<file path="src/rtl/aznable_pkg.sv">
// Shared types and constants for the Aznable system loader and memory blocks.
package aznable_pkg;

  typedef enum logic [1:0] {
    IDLE = 2'd0,
    LOAD = 2'd1,
    HOLD = 2'd2
  } dl_state_t;

  localparam logic [7:0] IDX_PGROM = 8'd0;
  localparam logic [7:0] IDX_CHROM = 8'd1;

  localparam int unsigned PGROM_AW = 14;
  localparam int unsigned CHROM_AW = 11;

  // True when addr lies below 2^aw.
  function automatic logic addr_fits(input logic [24:0] addr, input int unsigned aw);
    return (addr >> aw) == 25'd0;
  endfunction

endpackage

</file>
<file path="src/rtl/download_ctrl.sv">
// Turns the HPS ioctl download stream into registered ROM write strobes,
// range-checks each byte, keeps a checksum/count and drives the system reset.
module download_ctrl
  import aznable_pkg::*;
#(
  parameter int unsigned PG_AW      = PGROM_AW,
  parameter int unsigned CH_AW      = CHROM_AW,
  parameter int unsigned RESET_HOLD = 16
) (
  input  logic        clk_sys,
  input  logic        reset,
  input  logic        ioctl_download,
  input  logic [7:0]  ioctl_index,
  input  logic        ioctl_wr,
  input  logic [24:0] ioctl_addr,
  input  logic [7:0]  ioctl_dout,
  output logic [13:0] dn_addr,
  output logic [7:0]  dn_data,
  output logic [7:0]  dn_index,
  output logic        dn_wr,
  output logic        sys_reset,
  output logic        busy,
  output logic        overflow,
  output logic [7:0]  checksum,
  output logic [14:0] byte_count
);

  localparam int unsigned CNT_W = $clog2(RESET_HOLD + 1);
  localparam logic [CNT_W-1:0] CNT_LAST = CNT_W'(RESET_HOLD - 1);

  dl_state_t       state_q, state_d;
  logic [CNT_W-1:0] hold_cnt_q, hold_cnt_d;
  logic            dl_q;
  logic            rise;

  logic [13:0] dn_addr_q, dn_addr_d;
  logic [7:0]  dn_data_q, dn_data_d;
  logic [7:0]  dn_index_q, dn_index_d;
  logic        dn_wr_d, dn_wr_q;
  logic        overflow_q, overflow_d;
  logic [7:0]  checksum_q, checksum_d;
  logic [14:0] count_q, count_d;

  logic [7:0]  idx;
  logic        cand, known_idx, fits, accept, ovf_hit;
  logic [7:0]  sum_base;
  logic [14:0] cnt_base;

  assign rise = ioctl_download & ~dl_q;

  // The rise cycle already carries a write, so use the live index there.
  assign idx       = rise ? ioctl_index : dn_index_q;
  assign cand      = ioctl_wr & ioctl_download;
  assign known_idx = (idx == IDX_PGROM) || (idx == IDX_CHROM);
  assign fits      = (idx == IDX_PGROM) ? addr_fits(ioctl_addr, PG_AW)
                                        : addr_fits(ioctl_addr, CH_AW);
  assign accept    = cand & known_idx & fits;
  assign ovf_hit   = cand & known_idx & ~fits;

  always_comb begin
    state_d    = state_q;
    hold_cnt_d = hold_cnt_q;
    if (rise) begin
      state_d    = LOAD;
      hold_cnt_d = '0;
    end else begin
      unique case (state_q)
        LOAD: begin
          if (!ioctl_download) begin
            state_d    = HOLD;
            hold_cnt_d = '0;
          end
        end
        HOLD: begin
          if (hold_cnt_q == CNT_LAST) begin
            state_d = IDLE;
          end else begin
            hold_cnt_d = hold_cnt_q + 1'b1;
          end
        end
        default: ;
      endcase
    end
  end

  always_comb begin
    sum_base   = rise ? 8'd0 : checksum_q;
    cnt_base   = rise ? 15'd0 : count_q;
    dn_index_d = rise ? ioctl_index : dn_index_q;
    overflow_d = (rise ? 1'b0 : overflow_q) | ovf_hit;
    dn_wr_d    = accept;
    dn_addr_d  = dn_addr_q;
    dn_data_d  = dn_data_q;
    checksum_d = sum_base;
    count_d    = cnt_base;
    if (accept) begin
      dn_addr_d  = ioctl_addr[13:0];
      dn_data_d  = ioctl_dout;
      checksum_d = sum_base + ioctl_dout;
      if (cnt_base != 15'h7FFF) begin
        count_d = cnt_base + 15'd1;
      end
    end
  end

  // Reset lands in HOLD so power-on reset is stretched like a finished load.
  always_ff @(posedge clk_sys or posedge reset) begin
    if (reset) begin
      state_q    <= HOLD;
      hold_cnt_q <= '0;
      dl_q       <= 1'b0;
      dn_addr_q  <= '0;
      dn_data_q  <= '0;
      dn_index_q <= '0;
      dn_wr_q    <= 1'b0;
      overflow_q <= 1'b0;
      checksum_q <= '0;
      count_q    <= '0;
    end else begin
      state_q    <= state_d;
      hold_cnt_q <= hold_cnt_d;
      dl_q       <= ioctl_download;
      dn_addr_q  <= dn_addr_d;
      dn_data_q  <= dn_data_d;
      dn_index_q <= dn_index_d;
      dn_wr_q    <= dn_wr_d;
      overflow_q <= overflow_d;
      checksum_q <= checksum_d;
      count_q    <= count_d;
    end
  end

  assign dn_addr    = dn_addr_q;
  assign dn_data    = dn_data_q;
  assign dn_index   = dn_index_q;
  assign dn_wr      = dn_wr_q;
  assign overflow   = overflow_q;
  assign checksum   = checksum_q;
  assign byte_count = count_q;
  assign sys_reset  = (state_q != IDLE);
  assign busy       = (state_q == LOAD);

endmodule

</file>
<file path="config.mk">
export PLATFORM = sky130hd
export DESIGN_NAME = download_ctrl
export DESIGN_NICKNAME = d
export VERILOG_FILES = /design/src/rtl/aznable_pkg.sv /design/src/rtl/download_ctrl.sv
export SDC_FILE = /design/constraint.sdc
export NUM_CORES = 1
export LEC_CHECK = 0
export CAP_MARGIN = 20
export CORE_MARGIN = 1
export CORE_UTILIZATION = 42
export DETAILED_ROUTE_END_ITERATION = 10
export GPL_TIMING_DRIVEN = 0
export PLACE_DENSITY = 0.74
export SETUP_SLACK_MARGIN = 0.4
export SLEW_MARGIN = 40
export SYNTH_ARGS = -nofsm -noshare
export SYNTH_HDL_FRONTEND = slang
export SYNTH_SLANG_ARGS = --single-unit
</file>
<file path="constraint.sdc">
create_clock -name clk_sys -period 2.4 [get_ports clk_sys]
set_input_delay 0.24 -clock clk_sys [delete_from_list [all_inputs] [get_ports clk_sys]]
set_output_delay 0.24 -clock clk_sys [all_outputs]
set_load 0.02 [all_outputs]
</file>
# Yosys cells after proc, flatten, opt, wreduce, memory -nomap -nowiden
# Index checks and enable logic that the tools add are counted.
# W data, S select, Z words.
[totals]
word_cells = 53
inputBits = 45
latchBits = 0
output_inout_bits = 57
ff_bits = 63
rom_bits = 0
n_memories = 0
ramBits = 0
[classes]
eq_ne = 8
mux = 16
bitwise_logic = 8
div_mod_pow = 0
n_mul = 0
addsub = 3
n_reduce_logical = 8
n_lt_le_gt_ge = 0
shifts = 0
[op_table]
columns = ["operator", "count"]
rows = [
  ["$logic_not A25 Y1", 2],
  ["$mux W15", 3],
  ["$mux W8", 3],
  ["$add A15 B1 Y15 const B", 1],
  ["$mux W5", 3],
  ["$ne A15 B15 Y1 const B", 1],
  ["$pmux W5 S2", 1],
  ["$add A8 B8 Y8", 1],
  ["$eq A8 B1 Y1 const B", 1],
  ["$logic_not A8 Y1", 1],
  ["$mux W2", 3],
  ["$ne A3 B3 Y1 const B", 2],
  ["$reduce_and A3 Y1", 2],
  ["$add A5 B1 Y5 const B", 1],
  ["$and A1 B1 Y1", 5],
  ["$eq A5 B4 Y1 const B", 1],
  ["$pmux W2 S2", 1],
  ["$ne A3 B2 Y1 const B", 1],
  ["$reduce_bool A3 Y1", 1],
  ["$eq A2 B1 Y1 const B", 1],
  ["$eq A2 B2 Y1 const B", 1],
  ["$mux W1", 2],
  ["$not A1 Y1", 2],
  ["$reduce_bool A2 Y1", 1],
  ["other kinds (2)", 2],
]

# Longest topological paths before layout
# Gate-level depths: netlist of run 1.
[logic_depth]
word_depth = 8
mapped_depth = 12
depth_no_buf = 11

# Worst setup path before layout of run 1
# OpenSTA, ideal clock, no wires.
[synth_timing]
kind = "register to register"
start = "register dl_q"
end = "register checksum_q[7] (netlist: checksum[7])"
n_path_buf = 2
t_required_ns = 2.278
setup_time_ns = 0.122
slack_ns = -0.117
arrival_ns = 2.395
period_less_slack_ns = 2.517
path_stages_with_launch = 13
cell_sequence = "dfrtp_1 -> nand2b_1 -> clkbuf_1 -> clkbuf_1 -> nand2_1 -> inv_1 -> ha_1 -> a21oi_1 -> o211ai_1 -> o41ai_1 -> xor2_1 -> nor2_1 -> xnor2_1"
[synth_between]
elab_chain_cells = 8
word_cells_on_any_way = 12
cone_classes = "add/sub: 1; eq/ne: 1; mux: 4; bitwise: 4; reduce/logical: 2"
[synth_lines]
columns = ["item", "line_no", "rtl"]
rows = [
  ["start, declared", "download_ctrl.sv:33", "logic dl_q;"],
  ["start signal, assigned", "download_ctrl.sv:122", "dl_q <= ioctl_download;"],
  ["$not A1 Y1 *", "download_ctrl.sv:49", "assign rise = ioctl_download & ~dl_q;"],
  ["$and A1 B1 Y1 *", "download_ctrl.sv:49", ""],
  ["parallel branches: the longest is 5 deep, another holds $add A8 B8 Y8", "--", ""],
  ["$mux W8 *", "download_ctrl.sv:96", "if (accept) begin"],
  ["via checksum_d[7]", "download_ctrl.sv:41", "logic [7:0] checksum_q, checksum_d;"],
  ["end signal, assigned", "download_ctrl.sv:128", "checksum_q <= checksum_d;"],
  ["end, declared", "download_ctrl.sv:41", ""],
]
# Mark *: on every way through the listed nets, which the timed path passes.
# A chain may end at the register's enable or synchronous reset.

# Final worst setup path of run 1
# Same ends and word-level chain as after synthesis.

==> results by group, run 1 <==
Run status
  • Status: complete, no violations

CTS
  • CTS tree: built
  • Post-CTS Hold Fix Bufs: 0
  • CTS sink count: 63
  • Clock Path Buffers: 2
  • Clk pin slew, worst setup/hold paths: 70 ps
  • Clk_lat worst skew: 330 ps
  • H-tree levels: 3
  • Num CTS Buffers: 9
  • Root buffer cell: clkbuf_8

Worst setup path
  • Crit path top cell by count: clkbuf_16
  • Crit. Startpoint: dl_q
  • Max incr delay on CP: 440 ps
  • Worst Path Buf+Inv: 2
  • Worst Path Required: 2620 ps
  • CP top delay family: compound AO/OA/AOI/OAI gates
  • Critical path fanouts, max: 6
  • RR Startpoint: dl_q
  • CP arrival: 2590 ps
  • Kind of critical path: flip-flop to flip-flop
  • CP Launch Type: flip-flop
  • Reg2reg path depth: 11
  • WP depth: 11
  • Critical path cell sequence: nand2b_4 > clkbuf_16 > clkbuf_16 > and2_4 > ha_4 > nand3_2 > o211ai_1 > o41ai_2 > xor2_1 > nor2_1 > xnor2_1
  • Slowest CP cell: dfrtp_2
  • Worst Setup End Kind: flip-flop

Synth
  • Mapped Nets: 356
  • Synth Register Bits: 63
  • Synthesized cell area: 3100 µm²
  • Cells after Synth: 300
  • Sequential area share after synthesis: 0.509
  • Mean Syn Cell Area: 10.3 µm²
  • Yosys warnings: 0
  • Synth Flop Type: dfrtp_1
  • Asr flop ratio synth: 1.00
  • Netlist cell types: 48
  • EDFF count, synth: 0

Detailed routing
  • Total Wirelength: 8410 µm
  • DR iter-0 viols: 97
  • WL/cell: 15.4 µm
  • Vias: 2805
  • Drt drc: 0
  • Drt pass-1 iters: 4
  • ANT nets after route: 0
  • Vias per std cell: 5.15

STA
  • Hold violation total from the final report: 0
  • Setup tns final: 0 ps
  • # setup viols final: 0
  • Worst Skew: 7.33 ps
  • Minimum clock period after layout: 2370 ps
  • Final Max Tran Viols: 0
  • Max_slew headroom: 0.607
  • Post-route clock period utilization: 0.987
  • Worst-margin pin slew: 586 ps
  • Post-route setup slack: 31.2 ps
  • RSZ-0062 raised after global routing: true
  • F_max: 0.422 GHz

Die
  • Boundary Pins: 102
  • Die area: 7720 µm²
  • Row cnt: 30
  • Die W: 87.9 µm
  • Starting Density: 0.446
  • Core area: 6940 µm²
  • Height of the die: 87.9 µm

Finish
  • Area growth syn-to-layout: 69.2%
  • Final nets: 500
  • Most common cell after layout, fill and taps aside: clkdlybuf4s50_1
  • Final core utilization: 0.755
  • Final cell count without fillers: 545
  • Fillers: 476
  • Most frequent cells in the layout: 100 x clkdlybuf4s50_1, 58 x dfrtp_1, 50 x nand2_1, 24 x buf_4, 23 x mux2_4
  • Layout cell share with drive strength beyond 1: 0.296
  • Design area: 5240 µm²
  • Diodes inserted: 0

Pwr
  • Max VDD drop: 287 µV
  • Leak pwr: 0.00241 µW
  • Pwr Density: 473 nW/µm²

Placed design
  • Placed Area: 4420 µm²
  • Placed cell count: 498
  • Post-place setup slack: -489 ps
  • Dpl hpwl: 5320 µm
  • PortBufs: 101
  • Final Wtd Congestion: 0.841

Global routing
  • Grt total ovfl: 0
  • Total track usage: 0.228
  • Largest net degree at the start of global routing: 36
  • Vias in the first global route: 2791
  • First-pass GRT wire length: 13100 µm
  • Initial antenna violation count: 0

Min path
  • HP Class: input port to async pin

Run
  • Maxcap violations: 0
-- final cells by class --
class	count	area [µm²]	area share
buffer	13	183	0.0349
clock buffer	13	169	0.0322
clock inverter	3	40.0	0.00764
inverter	13	53.8	0.0103
multi-input combinational	211	1780	0.340
sequential	63	1580	0.302
tap	96	120	0.0229
timing repair buffer	133	1310	0.250
-- sequential cells by signal (all words and copies together) (netlist names) --
register,cells
dn_wr,1
dl_q,1
checksum,8
byte_count,15
dn_data,8
overflow,1
dn_addr,14
dn_index,8
hold_cnt_q,5
state_q,2
-- final timing paths --
path	end	slack [ps]
setup / recovery	checksum[7]	30
hold / removal	dn_index[6]	250
setup reg to reg	checksum[7]	30
hold reg to reg	overflow	480
max in group asynchronous	checksum[6]	1630
min in group clk_sys	dl_q	280
-- through the flow --
step | total power (µW) | hold slack [ps]
2_1_floorplan | 1310 | 271
3_3_place_gp | 1470 | 456
3_5_place_dp | 1480 | 473
4_1_cts | 2470 | 251
5_1_grt | 2570 | 286
6_report | 2480 | 254
-- worst register-to-register path, cell delays in order, from the launching register on --
cell and delay (ps):
dfrtp_2 440, nand2b_4 160, clkbuf_16 170, clkbuf_16 160, and2_4 140, ha_4 250
nand3_2 80, o211ai_1 160, o41ai_2 330, xor2_1 170, nor2_1 60, xnor2_1 120
-- metal layers --
| metal | up-vias | global-route usage | wire [µm] |
|---|---|---|---|
| li1 | 1324 | - | - |
| met1 | 1363 | 0.289 | 3560 |
| met2 | 101 | 0.370 | 4200 |
| met3 | 17 | 0.0443 | 449 |
| met4 | 0 | 0.119 | 196 |
| met5 | - | 0 | 0 |
-- Yosys cell counts (2+ instances only) --
cell type	n	share of area
a211oi_1	2	0.0048
a21oi_1	5	0.0081
and2_1	8	0.016
and3_1	4	0.0081
buf_2	5	0.0081
clkbuf_1	6	0.0073
dfrtp_1	62	0.50
ha_1	10	0.040
inv_1	12	0.015
mux2_1	23	0.084
mux2i_1	5	0.016
nand2_1	53	0.064
nand2b_1	5	0.010
nand3_1	7	0.011
nand4_1	6	0.012
nor2_1	17	0.021
nor2b_1	3	0.0061
nor3_1	8	0.013
nor4_1	8	0.016
o21a_1	3	0.0073
o21ai_0	4	0.0065
o21ai_1	6	0.0097
o41ai_1	2	0.0057
xnor2_1	3	0.0085
xor2_1	10	0.028
-- what timing repair did --
action	in CTS	in global routing
endpoints found under the hold margin	0	0
cloned	2	0
pin swaps	21	26
endpoints found under the setup margin	46	46
buffers inserted	23	6
resized for setup	42	37
-- report_power, final --
part / switching, µW / internal, µW
clock: 403 / 562
combinational: 170 / 195
sequential: 42.4 / 1110
total: 615 / 1860
-- logic make-up (layout without fill, tap and decap cells) --
group	count (synthesis)	count (layout)	synth area share
adder cells (fa/ha/maj)	11	11	0.0469
AND/OR/NAND/NOR	128	128	0.203
XOR/XNOR	13	13	0.0368
buffers and inverters	26	175	0.0372
AO/OA/AOI/OAI	31	31	0.0667
multiplexers	28	28	0.0998
flip-flops	63	63	0.509
Note: power is estimated with default switching activity, not from simulation.
==> run 2: changes to the inputs <==
--- a/config.mk
+++ b/config.mk
@@ -12,7 +12,6 @@
 export GPL_TIMING_DRIVEN = 0
 export PLACE_DENSITY = 0.74
 export SETUP_SLACK_MARGIN = 0.4
-export SLEW_MARGIN = 40
 export SYNTH_ARGS = -nofsm -noshare
 export SYNTH_HDL_FRONTEND = slang
 export SYNTH_SLANG_ARGS = --single-unit
==> run 2 against run 1 <==
The run now ends with negative setup slack left; global-route usage is 0.63 points lower; utilization rose by 0.38 points; routed wire length is 4.5% higher; register-to-register slack got worse by 40 ps.
==> results by group, run 2 (synthesis results as in run 1) <==
Finish
  • Final nets: 498 (was 500)
  • Layout cell share with drive strength beyond 1: 0.295 (was 0.296)
  • Largest register FFs: 15 (unchanged)
  • Most frequent cells in the layout: 100 x clkdlybuf4s50_1, 58 x dfrtp_1, 50 x nand2_1, 24 x buf_4, 23 x mux2_4 (unchanged)
  • Fillers: 452 (was 476)
  • FF/Latch Area: 1580 µm² (unchanged)
  • Multi-input gate area: 1780 µm² (unchanged)
  • Design area: 5270 µm² (was 5240 µm²)
  • Most common cell after layout, fill and taps aside: clkdlybuf4s50_1 (unchanged)
  • Diodes inserted: 0 (unchanged)
  • Area growth syn-to-layout: 70.1% (was 69.2%)

Worst setup path
  • Reg2reg path depth: 8 (was 11)
  • CP Launch Type: flip-flop (unchanged)
  • Max incr delay on CP: 510 ps (was 440 ps)
  • Critical path cell sequence: nor4_4 > nor2_1 > or4_1 > clkbuf_8 > or2_4 > buf_12 > clkbuf_16 > mux2_4 (was nand2b_4 > clkbuf_16 > clkbuf_16 > and2_4 > ha_4 > nand3_2 > o211ai_1 > o41ai_2 > xor2_1 > nor2_1 > xnor2_1)
  • Flop2flop setup slack: -10 ps (was 30 ps)
  • Worst R2R End: dn_data[3] (was checksum[7])
  • Kind of critical path: flip-flop to flip-flop (unchanged)
  • Slowest CP cell: or4_1 (was dfrtp_2)
  • Critical path fanouts, max: 8 (was 6)
  • Worst Setup End Kind: flip-flop (unchanged)
  • Worst Path Required: 2630 ps (was 2620 ps)
  • RR Startpoint: dn_index[7] (was dl_q)
  • CP arrival: 2640 ps (was 2590 ps)

Run
  • Maxcap violations: 0 (unchanged)

Detailed routing
  • Vias per std cell: 5.17 (was 5.15)
  • ANT nets after route: 0 (unchanged)
  • Vias: 2806 (was 2805)
  • WL/cell: 16.2 µm (was 15.4 µm)
  • Total Wirelength: 8790 µm (was 8410 µm)
  • Drt drc: 0 (unchanged)
  • DR iter-0 viols: 137 (was 97)
  • Drt pass-1 iters: 4 (unchanged)

Global routing
  • Grt total ovfl: 0 (unchanged)
  • Initial antenna violation count: 0 (unchanged)
  • Largest net degree at the start of global routing: 36 (unchanged)
  • Vias in the first global route: 2688 (was 2791)
  • Total track usage: 0.221 (was 0.228)
  • First-pass GRT wire length: 12800 µm (was 13100 µm)

STA
  • Worst Skew: 5.67 ps (was 7.33 ps)
  • Hold WS: 287 ps (was 254 ps)
  • Final Max Tran Viols: 0 (unchanged)
  • RSZ-0062 raised after global routing: true (unchanged)
  • Post-route clock period utilization: 1.00 (was 0.987)
  • Minimum clock period after layout: 2410 ps (was 2370 ps)
  • Max_slew headroom: 0.571 (was 0.607)
  • Post-route setup slack: -12.0 ps (was 31.2 ps)
  • # setup viols final: 2 (was 0)
  • F_max: 0.415 GHz (was 0.422 GHz)
  • Worst-margin pin slew: 643 ps (was 586 ps)
  • Hold violation total from the final report: 0 (unchanged)

Pwr
  • Max VDD drop: 293 µV (was 287 µV)
  • Pwr Density: 470 nW/µm² (was 473 nW/µm²)
  • Total power: 2470 µW (was 2480 µW)
  • Leak pwr: 0.00242 µW (was 0.00241 µW)

Placed design
  • Placed Area: 4420 µm² (about the same)
  • Dpl hpwl: 5320 µm (about the same)
  • Final Wtd Congestion: 0.841 (unchanged)
  • PortBufs: 101 (unchanged)
  • Post-place setup slack: -499 ps (was -489 ps)

Die
  • Row cnt: 30 (unchanged)
  • Height of the die: 87.9 µm (unchanged)
  • Starting Density: 0.446 (unchanged)
  • Boundary Pins: 102 (unchanged)
  • Die W: 87.9 µm (unchanged)
  • Die area: 7720 µm² (unchanged)
  • Core area: 6940 µm² (unchanged)

CTS
  • CTS tree: built (unchanged)
  • Root buffer cell: clkbuf_8 (unchanged)
  • CTS sink count: 63 (unchanged)
  • Clock Path Buffers: 2 (unchanged)
  • Clk pin slew, worst setup/hold paths: 70 ps (about the same)
  • Clk_lat worst skew: 340 ps (was 330 ps)
  • H-tree levels: 3 (unchanged)
  • Num CTS Buffers: 9 (unchanged)

Min path
  • Hold EP: dl_q
  • Hold path startpoint: ioctl_download
  • HP Class: input port to flip-flop (was input port to async pin)
  • Worst Hold Depth: 1

Run status
  • Status: finished, violations left (was complete, no violations)
  • Failing checks: negative setup slack
run 2: stage by stage:
| step | cells | setup TNS, ps | utilization |
|---|---|---|---|
| after global routing | 543 | -1310 | 0.758 |
| final | 543 | -13.2 | 0.758 |
| after global placement | 497 | -53660 | 0.633 |
| after detailed placement | 498 | -17530 | 0.636 |
| after CTS | 531 | 0 | 0.710 |
| after floorplan | 300 | 0 | - |
run 2: layout make-up:
type / count / area share
plain buffers: 13 / 0.0390
inverters: 13 / 0.0102
multi-input cells: 211 / 0.339
repair buffers: 131 / 0.249
clock inverters: 5 / 0.0107
clock buffers: 11 / 0.0287
flip-flops and latches: 63 / 0.301
well taps: 96 / 0.0228
run 2: worst max-delay path, delay by kind of cell (launching register included):
family | cells | cell delay [ps]
muxes | 1 | 300
DFF | 1 | 430
buffers and inverters | 3 | 490
and+or+nand+nor | 4 | 1090
run 2: what timing repair did:
item                       CTS  global route
hold buffers                 0             0
setup endpoints to repair   46            47
gates cloned                 2             2
gates resized for setup     36            48
setup buffers               15            10
pin swaps                   12            22
run 2: where the power goes:
part	internal, µW	switching (µW)	leakage, µW
clock network	534	425	0.000105
logic	193	172	0.00146
registers	1110	43.8	0.000853
total	1830	641	0.00242
run 2: worst max path at each step:
stage | startpoint | to | slack [ps] | cells past startpoint
after floorplan | dn_index[7] | dn_addr[10] | 150 | 8
after global placement | reset | dn_index[5] | -800 | 2
after detailed placement | ioctl_download | byte_count[14] | -500 | 11
after CTS | dl_q | checksum[7] | 30 | 12
after global routing | dl_q | checksum[6] | -70 | 12
final | dn_index[7] | dn_data[3] | -10 | 8
run 2: layer usage:
metal	share of wire	vias to the layer above	global-route usage
li1	-	1324	-
met1	0.43	1377	0.284
met2	0.50	94	0.359
met3	0.052	11	0.0490
met4	0.015	0	0.0999
met5	0	-	0
==> run 3: changes to the inputs <==
--- a/config.mk
+++ b/config.mk
@@ -9,6 +9,7 @@
 export CORE_MARGIN = 1
 export CORE_UTILIZATION = 42
 export DETAILED_ROUTE_END_ITERATION = 10
+export GPL_ROUTABILITY_DRIVEN = 0
 export GPL_TIMING_DRIVEN = 0
 export PLACE_DENSITY = 0.74
 export SETUP_SLACK_MARGIN = 0.4
==> results of run 3 <==
No change in the layout: final DEF, timing and power equal those of run 2.
